**src/rtl/fx_arb.sv**
```systemverilog
`default_nettype none
// ============================================================================
//  Module      : fx_arb
//  Description : Two-master round-robin arbiter/sequencer for the fx register
//                bus. Define FX_ARB_FIXPRI_EN for fixed priority (master 0).
//  Revision    : 1.0  initial release
// ============================================================================
module fx_arb #(
    parameter int ADDR_W = 22,
    parameter int DATA_W = 8
) (
    input  logic              clk_sys,
    input  logic              rst_n,
    input  logic              m0_req,
    input  logic              m0_rnw,
    input  logic [ADDR_W-1:0] m0_addr,
    input  logic [DATA_W-1:0] m0_wdata,
    output logic              m0_ack,
    output logic [DATA_W-1:0] m0_rdata,
    input  logic              m1_req,
    input  logic              m1_rnw,
    input  logic [ADDR_W-1:0] m1_addr,
    input  logic [DATA_W-1:0] m1_wdata,
    output logic              m1_ack,
    output logic [DATA_W-1:0] m1_rdata,
    output logic [ADDR_W-1:0] fx_waddr,
    output logic              fx_wr,
    output logic [DATA_W-1:0] fx_data,
    output logic [ADDR_W-1:0] fx_raddr,
    output logic              fx_rd,
    input  logic [DATA_W-1:0] fx_q,
    output logic              busy,
    output logic              gnt
);

    typedef enum logic [1:0] {
        S_IDLE  = 2'd0,
        S_ISSUE = 2'd1,
        S_CAPT  = 2'd2,
        S_DONE  = 2'd3
    } state_t;

    state_t              r_state;
    logic                r_cmd_rnw;

    logic                w_req_any;
    logic                w_sel;
    logic                w_rnw;
    logic [ADDR_W-1:0]   w_addr;
    logic [DATA_W-1:0]   w_wdata;

    always_comb begin
        w_req_any = m0_req | m1_req;
`ifdef FX_ARB_FIXPRI_EN
        w_sel     = ~m0_req;
`else
        w_sel     = (m0_req & m1_req) ? ~gnt : m1_req;
`endif
        w_rnw     = w_sel ? m1_rnw   : m0_rnw;
        w_addr    = w_sel ? m1_addr  : m0_addr;
        w_wdata   = w_sel ? m1_wdata : m0_wdata;
    end

    // Bus address/data/strobe are loaded on the grant edge so they are
    // visible during ISSUE; the address/data registers double as the command.
    always_ff @(posedge clk_sys) begin
        if (!rst_n) begin
            r_state   <= S_IDLE;
            r_cmd_rnw <= 1'b0;
            gnt       <= 1'b1;
            busy      <= 1'b0;
            fx_wr     <= 1'b0;
            fx_rd     <= 1'b0;
            fx_waddr  <= '0;
            fx_raddr  <= '0;
            fx_data   <= '0;
            m0_ack    <= 1'b0;
            m1_ack    <= 1'b0;
            m0_rdata  <= '0;
            m1_rdata  <= '0;
        end else begin
            case (r_state)
                S_IDLE: begin
                    if (w_req_any) begin
                        gnt       <= w_sel;
                        r_cmd_rnw <= w_rnw;
                        fx_waddr  <= w_addr;
                        fx_raddr  <= w_addr;
                        fx_data   <= w_wdata;
                        fx_wr     <= ~w_rnw;
                        fx_rd     <= w_rnw;
                        busy      <= 1'b1;
                        r_state   <= S_ISSUE;
                    end
                end
                S_ISSUE: begin
                    fx_wr <= 1'b0;
                    fx_rd <= 1'b0;
                    if (r_cmd_rnw) begin
                        r_state <= S_CAPT;
                    end else begin
                        m0_ack  <= ~gnt;
                        m1_ack  <= gnt;
                        r_state <= S_DONE;
                    end
                end
                S_CAPT: begin
                    if (gnt) begin
                        m1_rdata <= fx_q;
                    end else begin
                        m0_rdata <= fx_q;
                    end
                    m0_ack  <= ~gnt;
                    m1_ack  <= gnt;
                    r_state <= S_DONE;
                end
                S_DONE: begin
                    m0_ack  <= 1'b0;
                    m1_ack  <= 1'b0;
                    busy    <= 1'b0;
                    r_state <= S_IDLE;
                end
                default: begin
                    r_state <= S_IDLE;
                end
            endcase
        end
    end

endmodule
`default_nettype wire

```
**config.mk**
```make
export PLATFORM = sky130hd
export DESIGN_NAME = fx_arb
export DESIGN_NICKNAME = d
export VERILOG_FILES = /design/src/rtl/fx_arb.sv
export SDC_FILE = /design/constraint.sdc
export NUM_CORES = 1
export LEC_CHECK = 0
export BUFFER_PORTS_ARGS = -buffer_cell sky130_fd_sc_hd__buf_2
export CAP_MARGIN = 30
export CORE_MARGIN = 2
export CORE_UTILIZATION = 47
export CTS_CLUSTER_SIZE = 14
export DETAILED_ROUTE_END_ITERATION = 8
export PLACE_DENSITY = 0.85
export RECOVER_POWER = 50
export SYNTH_ARGS = -nofsm -noshare
export SYNTH_HDL_FRONTEND = slang
export SYNTH_SLANG_ARGS = --single-unit
```
**constraint.sdc**
```tcl
create_clock -name clk_sys -period 4.55 [get_ports clk_sys]
set_clock_uncertainty 0.15 [all_clocks]
set_input_delay 0.6825 -clock clk_sys [delete_from_list [all_inputs] [get_ports clk_sys]]
set_output_delay 0.6825 -clock clk_sys [all_outputs]
set_load 0.01 [all_outputs]
```
# Yosys cells after proc, flatten, opt, wreduce, memory -nomap -nowiden

Cells that the tools add are included.

Equality and inequality tests: 5
Mux-type cells: 17
Bitwise gates (word level): 4
Reduce and logical (&&, ||, !) cells: 10

Operators by type and width:

| operator             | count |
|---|---|
| $mux W22             | 1 |
| $reduce_and A2 Y1    | 6 |
| $mux W1              | 8 |
| $mux W8              | 1 |
| $pmux W2 S4          | 1 |
| $pmux W1 S2          | 3 |
| $pmux W1 S3          | 2 |
| $eq A2 B2 Y1 const B | 2 |
| $ne A2 B2 Y1 const B | 2 |
| $reduce_bool A2 Y1   | 2 |
| $reduce_bool A3 Y1   | 1 |
| $eq A2 B1 Y1 const B | 1 |
| $logic_not A2 Y1     | 1 |
| $mux W2              | 1 |
| $not A1 Y1           | 2 |
| $and A1 B1 Y1        | 1 |
| $or A1 B1 Y1         | 1 |

Flip-flop bits (word level): 55
Logic and storage cells: 48

# Logic depth before layout (Yosys ltp)

Gate-level depths: netlist of the first run.

Word-level depth: 6
Mapped depth: 7

# Worst setup path before layout of the first run

OpenSTA, ideal clock, no wires.

Kind: input to register
Start: input port m1_req
End: register fx_data[0]
Setup time: 0.122 ns
Arrival time: 1.374 ns
Path slack: 2.904 ns
Stages: 4
Cell sequence: a21boi_4 buf_12 mux2i_1 a21oi_1

Cells in the longest elaborated chain, start to end: 3

Ends and longest elaborated chain:

| item                 | line | source |
|---|---|---|
| start, declared      | 20   | `input logic m1_req,` |
| $and A1 B1 Y1        | 57   | `w_sel = (m0_req & m1_req) ? ~gnt : m1_req;` |
| $mux W1              | 57   |  |
| $mux W8              | 61   | `w_wdata = w_sel ? m1_wdata : m0_wdata;` |
| end signal, assigned | 89   | `fx_data <= w_wdata;` |
| end, declared        | 28   | `output logic [DATA_W-1:0] fx_data,` |

Parallel ways exist; a longest one is shown, timed or not.
A chain may end at the register's enable or synchronous reset.

# Worst setup path after layout of the first run

Start: register gnt
End: register fx_data[0]

Cells in the longest elaborated chain, start to end: 3

Ends and longest elaborated chain:

| item                   | line | source |
|---|---|---|
| start, declared        | 33   | `output logic gnt` |
| start signal, assigned | 85   | `gnt <= w_sel;` |
| $not A1 Y1 (no line)   | n/a  |  |
| $mux W1                | 57   |  |
| $mux W8                | 61   |  |

Every way passes these cells.

==> results of run 1 <==
## per-stage QoR
step | util [%] | hold slack (ps)
2_1_floorplan | - | 329
3_3_place_gp | 57.6 | 288
3_5_place_dp | 58.0 | 294
4_1_cts | 60.2 | 307
5_1_grt | 58.7 | 330
6_report | 58.7 | 311
## state kept, by name, summed over array words and instances (netlist names)
signal	count
r_state	2
gnt	1
m1_ack	1
fx_wr	1
m0_rdata	8
busy	1
m1_rdata	8
fx_data	8
r_cmd_rnw	1
m0_ack	1
fx_raddr	22
fx_rd	1
## cell families after synthesis
family	Yosys count	synth area share [%]
AO/OA/AOI/OAI	91	20.4
flip-flops	55	42.6
AND/OR/NAND/NOR	50	9.05
buffers and inverters	46	12.3
multiplexers	33	12.8
adder cells (fa/ha/maj)	6	2.90
## area by class of cell
class | count | area (µm²) | share of cell area (%)
clock buffer | 6 | 82.6 | 2.60
multi-input combinational | 180 | 1170 | 36.8
sequential | 55 | 1100 | 34.7
clock inverter | 2 | 35.0 | 1.10
timing repair buffer | 149 | 683 | 21.5
tap | 72 | 90.1 | 2.84
inverter | 3 | 11.3 | 0.355
## worst max-delay path, cell delays in order (launching register included)
cell and delay (ps):
dfxtp_1 500, a21boi_4 790, buf_4 360, mux2i_1 210
a21oi_1 80
## routing by layer
layer / wire length (µm) / vias up / GRT usage [%]
met5: 0 / - / 0
met4: 52 / 0 / 5.79
met3: 494 / 4 / 5.75
met2: 2760 / 99 / 33.8
met1: 2530 / 1041 / 22.6
li1: - / 1176 / -
## report_power, final
part	total, µW	internal [µW]	switching [µW]
Clock	329	178	150
Sequential	721	620	102
Combinational	697	274	423
Total	1750	1070	675
## layout by cell type, fill, tap and decap left out, types with 4 or more instances in the layout
cell      synthesis  routed
ha_1              6       6
nor2b_1           4       4
o21ai_1          20      20
a21boi_0         10      10
a21oi_1          34      34
clkbuf_1          6      64
buf_2            11      83
mux2i_1          33      33
a21boi_1          8       8
nand2_1          28      28
o21ai_0          13      13
clkbuf_8          0       6
nand3_1           9       9
dfxtp_1          55      55
## worst max-delay path by stage
stage,startpoint,endpoint,slack [ps],cells past startpoint
floorplan,m1_req,fx_data[0],2900,4
global placement,m1_req,fx_raddr[17],2070,5
detailed placement,m1_req,fx_data[0],2030,5
CTS,gnt,fx_data[0],2290,4
global route,gnt,fx_raddr[13],2090,4
finish,gnt,fx_data[0],2330,4
==> load_flow_metrics.sql, run 1 <==
INSERT INTO impl_metrics (metric_group, metric, value, unit) VALUES
('synth', 'synth_area_leaders', 'dfxtp_1 43%, mux2i_1 13%, a21oi_1 6.6%, buf_4 6.4%, nand2_1 4.1%', ''),
('synth', 'syn_avg_cell_area', '9.20', 'µm²'),
('synth', 'synth_enable_flop_cells', '0', ''),
('critical_path', 'critical_path_start_type', 'flop', ''),
('floorplanning', 'die_width', '78.2', 'µm'),
('pwr', 'irDropWorstVdd', '0.256', 'mV'),
('pwr', 'power.total', '1750', 'µW'),
('grt', 'first_global_vias', '2129', ''),
('synth', 'synth.cells.most_frequent', '55 x dfxtp_1, 34 x a21oi_1, 33 x mux2i_1', ''),
('floorplanning', 'dieArea', '6110', 'µm²'),
('sta', 'timing.final.ws_setup', '2330', 'ps'),
('clocking', 'h_tree_depth_reported_by_cts', '2', ''),
('sta', 'finalWorstPathRequiredPeriod', '2220', 'ps'),
('layout', 'final_cell_count_no_fill', '467', ''),
('clocking', 'tritoncts.num_buffers', '5', ''),
('routing', 'first_iter_violations', '82', ''),
('layout', 'final_cell_area', '3170', 'µm²'),
('placement', 'place_worst_setup_slack', '2030', 'ps'),
('synth', 'synth-async-reset-ratio', '0', '%'),
('placement', 'hpwlAfterDp', '4.25', 'mm'),
('critical_path', 'largest_fanout_of_any_net_on_the_critical_path', '21', ''),
('grt', 'grt_antenna_before_repair', '0', ''),
('sta', 'number_of_failing_setup_endpoints_in_the_final_timing_report', '0', ''),
('routing', 'wl_per_cell', '12.5', 'µm'),
('floorplanning', 'core_area', '5410', 'µm²'),
('grt', 'grt_overflow', '0', ''),
('floorplanning', 'start_util', '47.8', '%'),
('synth', 'synthesis.instances', '281', ''),
('synth', 'syn-num-nets', '361', ''),
('grt', 'grt_first_pass_wirelength', '9.47', 'mm'),
('clocking', 'ctsHoldBuffers', '0', ''),
('clocking', 'cts.sinks', '55', ''),
('floorplanning', 'i_o_pins', '148', ''),
('floorplanning', 'dieHeight', '78.2', 'µm'),
('routing', 'drc_errors', '0', ''),
('placement', 'placed_cells_incl_taps', '459', ''),
('placement', 'port-buffer-count', '147', ''),
('hold_path', 'worst_hold_path.num_cells', '2', ''),
('clocking', 'post_cts.resized_instances', '0', ''),
('pwr', 'power.static_leakage', '0.00133', 'µW'),
('routing', 'postRouteWirelength', '5.84', 'mm'),
('hold_path', 'worstHoldPathType', 'reg2reg', ''),
('clocking', 'max-clock-path-buffers', '2', ''),
('sta', 'min_period_over_period', '48.9', '%'),
('pwr', 'power-per-cell-area', '551', 'nW/µm²'),
('grt', 'track_usage', '19.2', '%'),
('clocking', 'tritoncts_clock_tree', 'done', ''),
('critical_path', 'timing.critical_path.arrival', '2260', 'ps'),
('critical_path', 'timing.rr.start', 'gnt', ''),
('routing', 'route.vias.total', '2320', ''),
('clocking', 'clkTransAtPathRegs', '90', 'ps'),
('grt', 'grt_start_max_net_pins', '59', ''),
('synth', 'synth_most_common_cell', 'dfxtp_1', ''),
('critical_path', 'reg2reg_slack', '2330', 'ps'),
('status', 'outcome', 'finished, final reports clean', ''),
('floorplanning', 'placement_rows', '27', ''),
('sta', 'slew_viol_final', '0', ''),
('sta', 'tightest_pin_transition', '899', 'ps'),
('placement', 'placed_cell_area', '3130', 'µm²'),
('placement', 'gp_congestion', '0.782', ''),
('sta', 'fin_tns_setup', '0', 'ps'),
('routing', 'dr.pass1.iters', '4', ''),
('routing', 'avgViaCountPerCell', '4.97', ''),
('layout', 'fillers', '519', ''),
('run', 'max-cap-violations', '0', ''),
('sta', 'final_hold_viol_count', '0', ''),
('clocking', 'insertion_delay', '300', 'ps'),
('synth', 'synth_top_area_cell', 'dfxtp_1', ''),
('layout', 'diodes', '0', ''),
('sta', 'fmax', '0.450', 'GHz'),
('layout', 'drive_gt1_share', '24.3', '%');
Power figures use the tool's default switching activity.
==> run 2: changes to the inputs <==
--- a/config.mk
+++ b/config.mk
@@ -8,10 +8,10 @@
 export BUFFER_PORTS_ARGS = -buffer_cell sky130_fd_sc_hd__buf_2
 export CAP_MARGIN = 30
 export CORE_MARGIN = 2
-export CORE_UTILIZATION = 47
+export CORE_UTILIZATION = 44
 export CTS_CLUSTER_SIZE = 14
 export DETAILED_ROUTE_END_ITERATION = 8
-export PLACE_DENSITY = 0.85
+export PLACE_DENSITY = 0.8
 export RECOVER_POWER = 50
 export SYNTH_ARGS = -nofsm -noshare
 export SYNTH_HDL_FRONTEND = slang
==> constraint.sdc (replaced) <==
create_clock -name clk_sys -period 2.25 [get_ports clk_sys]
set_clock_uncertainty 0.15 [all_clocks]
set_input_delay 0.3375 -clock clk_sys [delete_from_list [all_inputs] [get_ports clk_sys]]
set_output_delay 0.3375 -clock clk_sys [all_outputs]
set_load 0.01 [all_outputs]
==> run 2 against run 1 <==
  * Routed wire length is 3.6% higher
  * Critical endpoint is now r_state[1]
  * Setup slack worse by 1800 ps
  * Via count is 0.34% higher
  * Global-route usage is 0.48 points lower
  * Combinational power is 110% higher
==> load_flow_metrics.sql, run 2 (synthesized netlist as in run 1, its figures left out) <==
INSERT INTO impl_metrics (metric_group, metric, value, unit) VALUES
('critical_path', 'cpMaxStageDelayCell', 'nor3b_2', ''),
('grt', 'first_global_vias', '2199', ''),
('layout', 'largest_register', 'fx_raddr', ''),
('clocking', 'root_buffer', 'clkbuf_8', ''),
('sta', 'number_of_failing_setup_endpoints_in_the_final_timing_report', '0', ''),
('routing', 'wl_per_cell', '12.9', 'µm'),
('clocking', 'post_cts.resized_instances', '0', ''),
('layout', 'diodes', '0', ''),
('hold_path', 'worstHoldPathType', 'in2reg', ''),
('sta', 'min_period_over_period', '77.9', '%'),
('floorplanning', 'dieHeight', '80.7', 'µm'),
('routing', 'route.vias.total', '2328', ''),
('layout', 'final_cell_count_no_fill', '469', ''),
('grt', 'grt_antenna_before_repair', '0', ''),
('pwr', 'power_switching_share', '40.2', '%'),
('clocking', 'insertion_delay', '300', 'ps'),
('critical_path', 'worstSetupPathType', 'reg2reg', ''),
('layout', 'largest_register_ffs', '22', ''),
('floorplanning', 'dieArea', '6510', 'µm²'),
('grt', 'grt_overflow', '0', ''),
('critical_path', 'largest_fanout_of_any_net_on_the_critical_path', '6', ''),
('layout', 'fillers', '561', ''),
('critical_path', 'reg2reg_slack', '500', 'ps'),
('floorplanning', 'die_width', '80.7', 'µm'),
('layout', 'most-common-layout-cells', '83 x buf_2, 65 x clkbuf_1, 55 x dfxtp_1', ''),
('critical_path', 'critical_path_required', '2300', 'ps'),
('pwr', 'p_int', '2030', 'µW'),
('floorplanning', 'core_area', '5610', 'µm²'),
('clocking', 'cts.sinks', '55', ''),
('floorplanning', 'i_o_pins', '148', ''),
('critical_path', 'critical_path_start_type', 'flop', ''),
('routing', 'dr.pass1.iters', '4', ''),
('layout', 'finalCoreUtilization', '56.5', '%'),
('sta', 'hold-worst-slack', '129', 'ps'),
('sta', 'fmax', '0.571', 'GHz'),
('clocking', 'clkTransAtPathRegs', '90', 'ps'),
('placement', 'port-buffer-count', '147', ''),
('sta', 'grt_setup_unrepaired', 'false', ''),
('pwr', 'switching_power', '1360', 'µW'),
('clocking', 'max-clock-path-buffers', '2', ''),
('pwr', 'power.static_leakage', '0.00133', 'µW'),
('pwr', 'combPwrFrac', '42.3', '%'),
('routing', 'drt.antenna.violating_nets', '0', ''),
('floorplanning', 'start_util', '46.1', '%'),
('pwr', 'power-per-cell-area', '1070', 'nW/µm²'),
('sta', 'tightest_pin_transition', '566', 'ps'),
('pwr', 'clock_power_share', '14.6', '%'),
('routing', 'avgViaCountPerCell', '4.96', ''),
('run', 'max-cap-violations', '0', ''),
('clocking', 'h_tree_depth_reported_by_cts', '2', ''),
('sta', 'slew_headroom', '62.2', '%'),
('floorplanning', 'placement_rows', '27', ''),
('sta', 'finalWorstPathRequiredPeriod', '1750', 'ps'),
('placement', 'hpwlAfterDp', '4.50', 'mm'),
('clocking', 'ctsHoldBuffers', '0', ''),
('routing', 'drc_errors', '0', ''),
('clocking', 'post-cts-setup-buffers', '0', ''),
('grt', 'track_usage', '18.7', '%'),
('pwr', 'power.total', '3390', 'µW'),
('critical_path', 'timing.critical_path.arrival', '1810', 'ps'),
('clocking', 'tritoncts_clock_tree', 'done', ''),
('pwr', 'irDropWorstVdd', '0.506', 'mV'),
('layout', 'mostFrequentLayoutCell', 'buf_2', ''),
('layout', 'regArea', '1100', 'µm²'),
('pwr', 'power.share.sequential', '43.1', '%'),
('critical_path', 'path_cells', 'inv_1, ha_1, nor3b_2, mux2i_1, nor2b_1', ''),
('placement', 'gp_congestion', '0.732', ''),
('critical_path', 'crit_path_max_incr_delay', '430', 'ps'),
('critical_path', 'crit_buf_inv', '1', ''),
('clocking', 'tritoncts.num_buffers', '5', ''),
('status', 'outcome', 'finished, final reports clean', ''),
('layout', 'drive_gt1_share', '24.4', '%'),
('critical_path', 'timing.critical_path.to_type', 'flop', ''),
('routing', 'first_iter_violations', '60', ''),
('sta', 'final_hold_viol_count', '0', ''),
('sta', 'slew_viol_final', '0', ''),
('placement', 'placed_cells_incl_taps', '463', ''),
('sta', 'fin_tns_setup', '0', 'ps'),
('routing', 'postRouteWirelength', '6.05', 'mm'),
('layout', 'areaGrowthSynthToFinish', '22.5', '%'),
('grt', 'grt_start_max_net_pins', '65', ''),
('grt', 'grt_first_pass_wirelength', '9.45', 'mm'),
('critical_path', 'worst_path_dominant_cell_family', 'simple AND/OR/NAND/NOR gates', ''),
('layout', 'area_used_by_multi_input_combinational_logic', '1170', 'µm²'),
('layout', 'nets', '478', '');
## run 2: per-stage QoR
step           cell area, µm²  setup WS (ps)
6_report                 3170            498
5_1_grt                  3170            351
4_1_cts                  3250            496
3_5_place_dp             3180            516
3_3_place_gp             3180            577
2_1_floorplan            2590            703
## run 2: area by class of cell
class                      instances  area share (%)
multi-input combinational        180            36.9
sequential                        55            34.7
timing repair buffer             153            22.9
tap                               72            2.84
clock buffer                       6            2.29
inverter                           3           0.355
## run 2: path summary, 6_finish.rpt
| path | to | startpoint | cells past startpoint |
|---|---|---|---|
| max reg2reg | r_state[1] | r_state[0] | 5 |
| min reg2reg | m0_rdata[5] | m0_rdata[5] | 2 |
| max | r_state[1] | r_state[0] | 5 |
| min | m0_rdata[7] | fx_q[7] | 3 |
## run 2: routing by layer
| metal | global-route usage, % | wire length (µm) | up-vias | share of wire [%] |
|---|---|---|---|---|
| met1 | 20.1 | 2520 | 1039 | 42 |
| met3 | 5.73 | 481 | 11 | 8.0 |
| li1 | - | - | 1186 | - |
| met5 | 0 | 0 | - | 0 |
| met4 | 6.95 | 124 | 0 | 2.1 |
| met2 | 34.3 | 2920 | 92 | 48 |
## run 2: worst reg2reg max path: stages (launching register included)
cell	delay (ps)
dfxtp_1	350
inv_1	150
ha_1	280
nor3b_2	430
mux2i_1	230
nor2b_1	60
## run 2: power by group through the flow
stage,sequential [µW],combinational (µW),clock [µW]
after floorplan,1550,1030,0
after global placement,1460,1490,0
after detailed placement,1470,1540,0
after CTS,1450,1540,520
after global routing,1500,1600,563
final,1460,1440,497
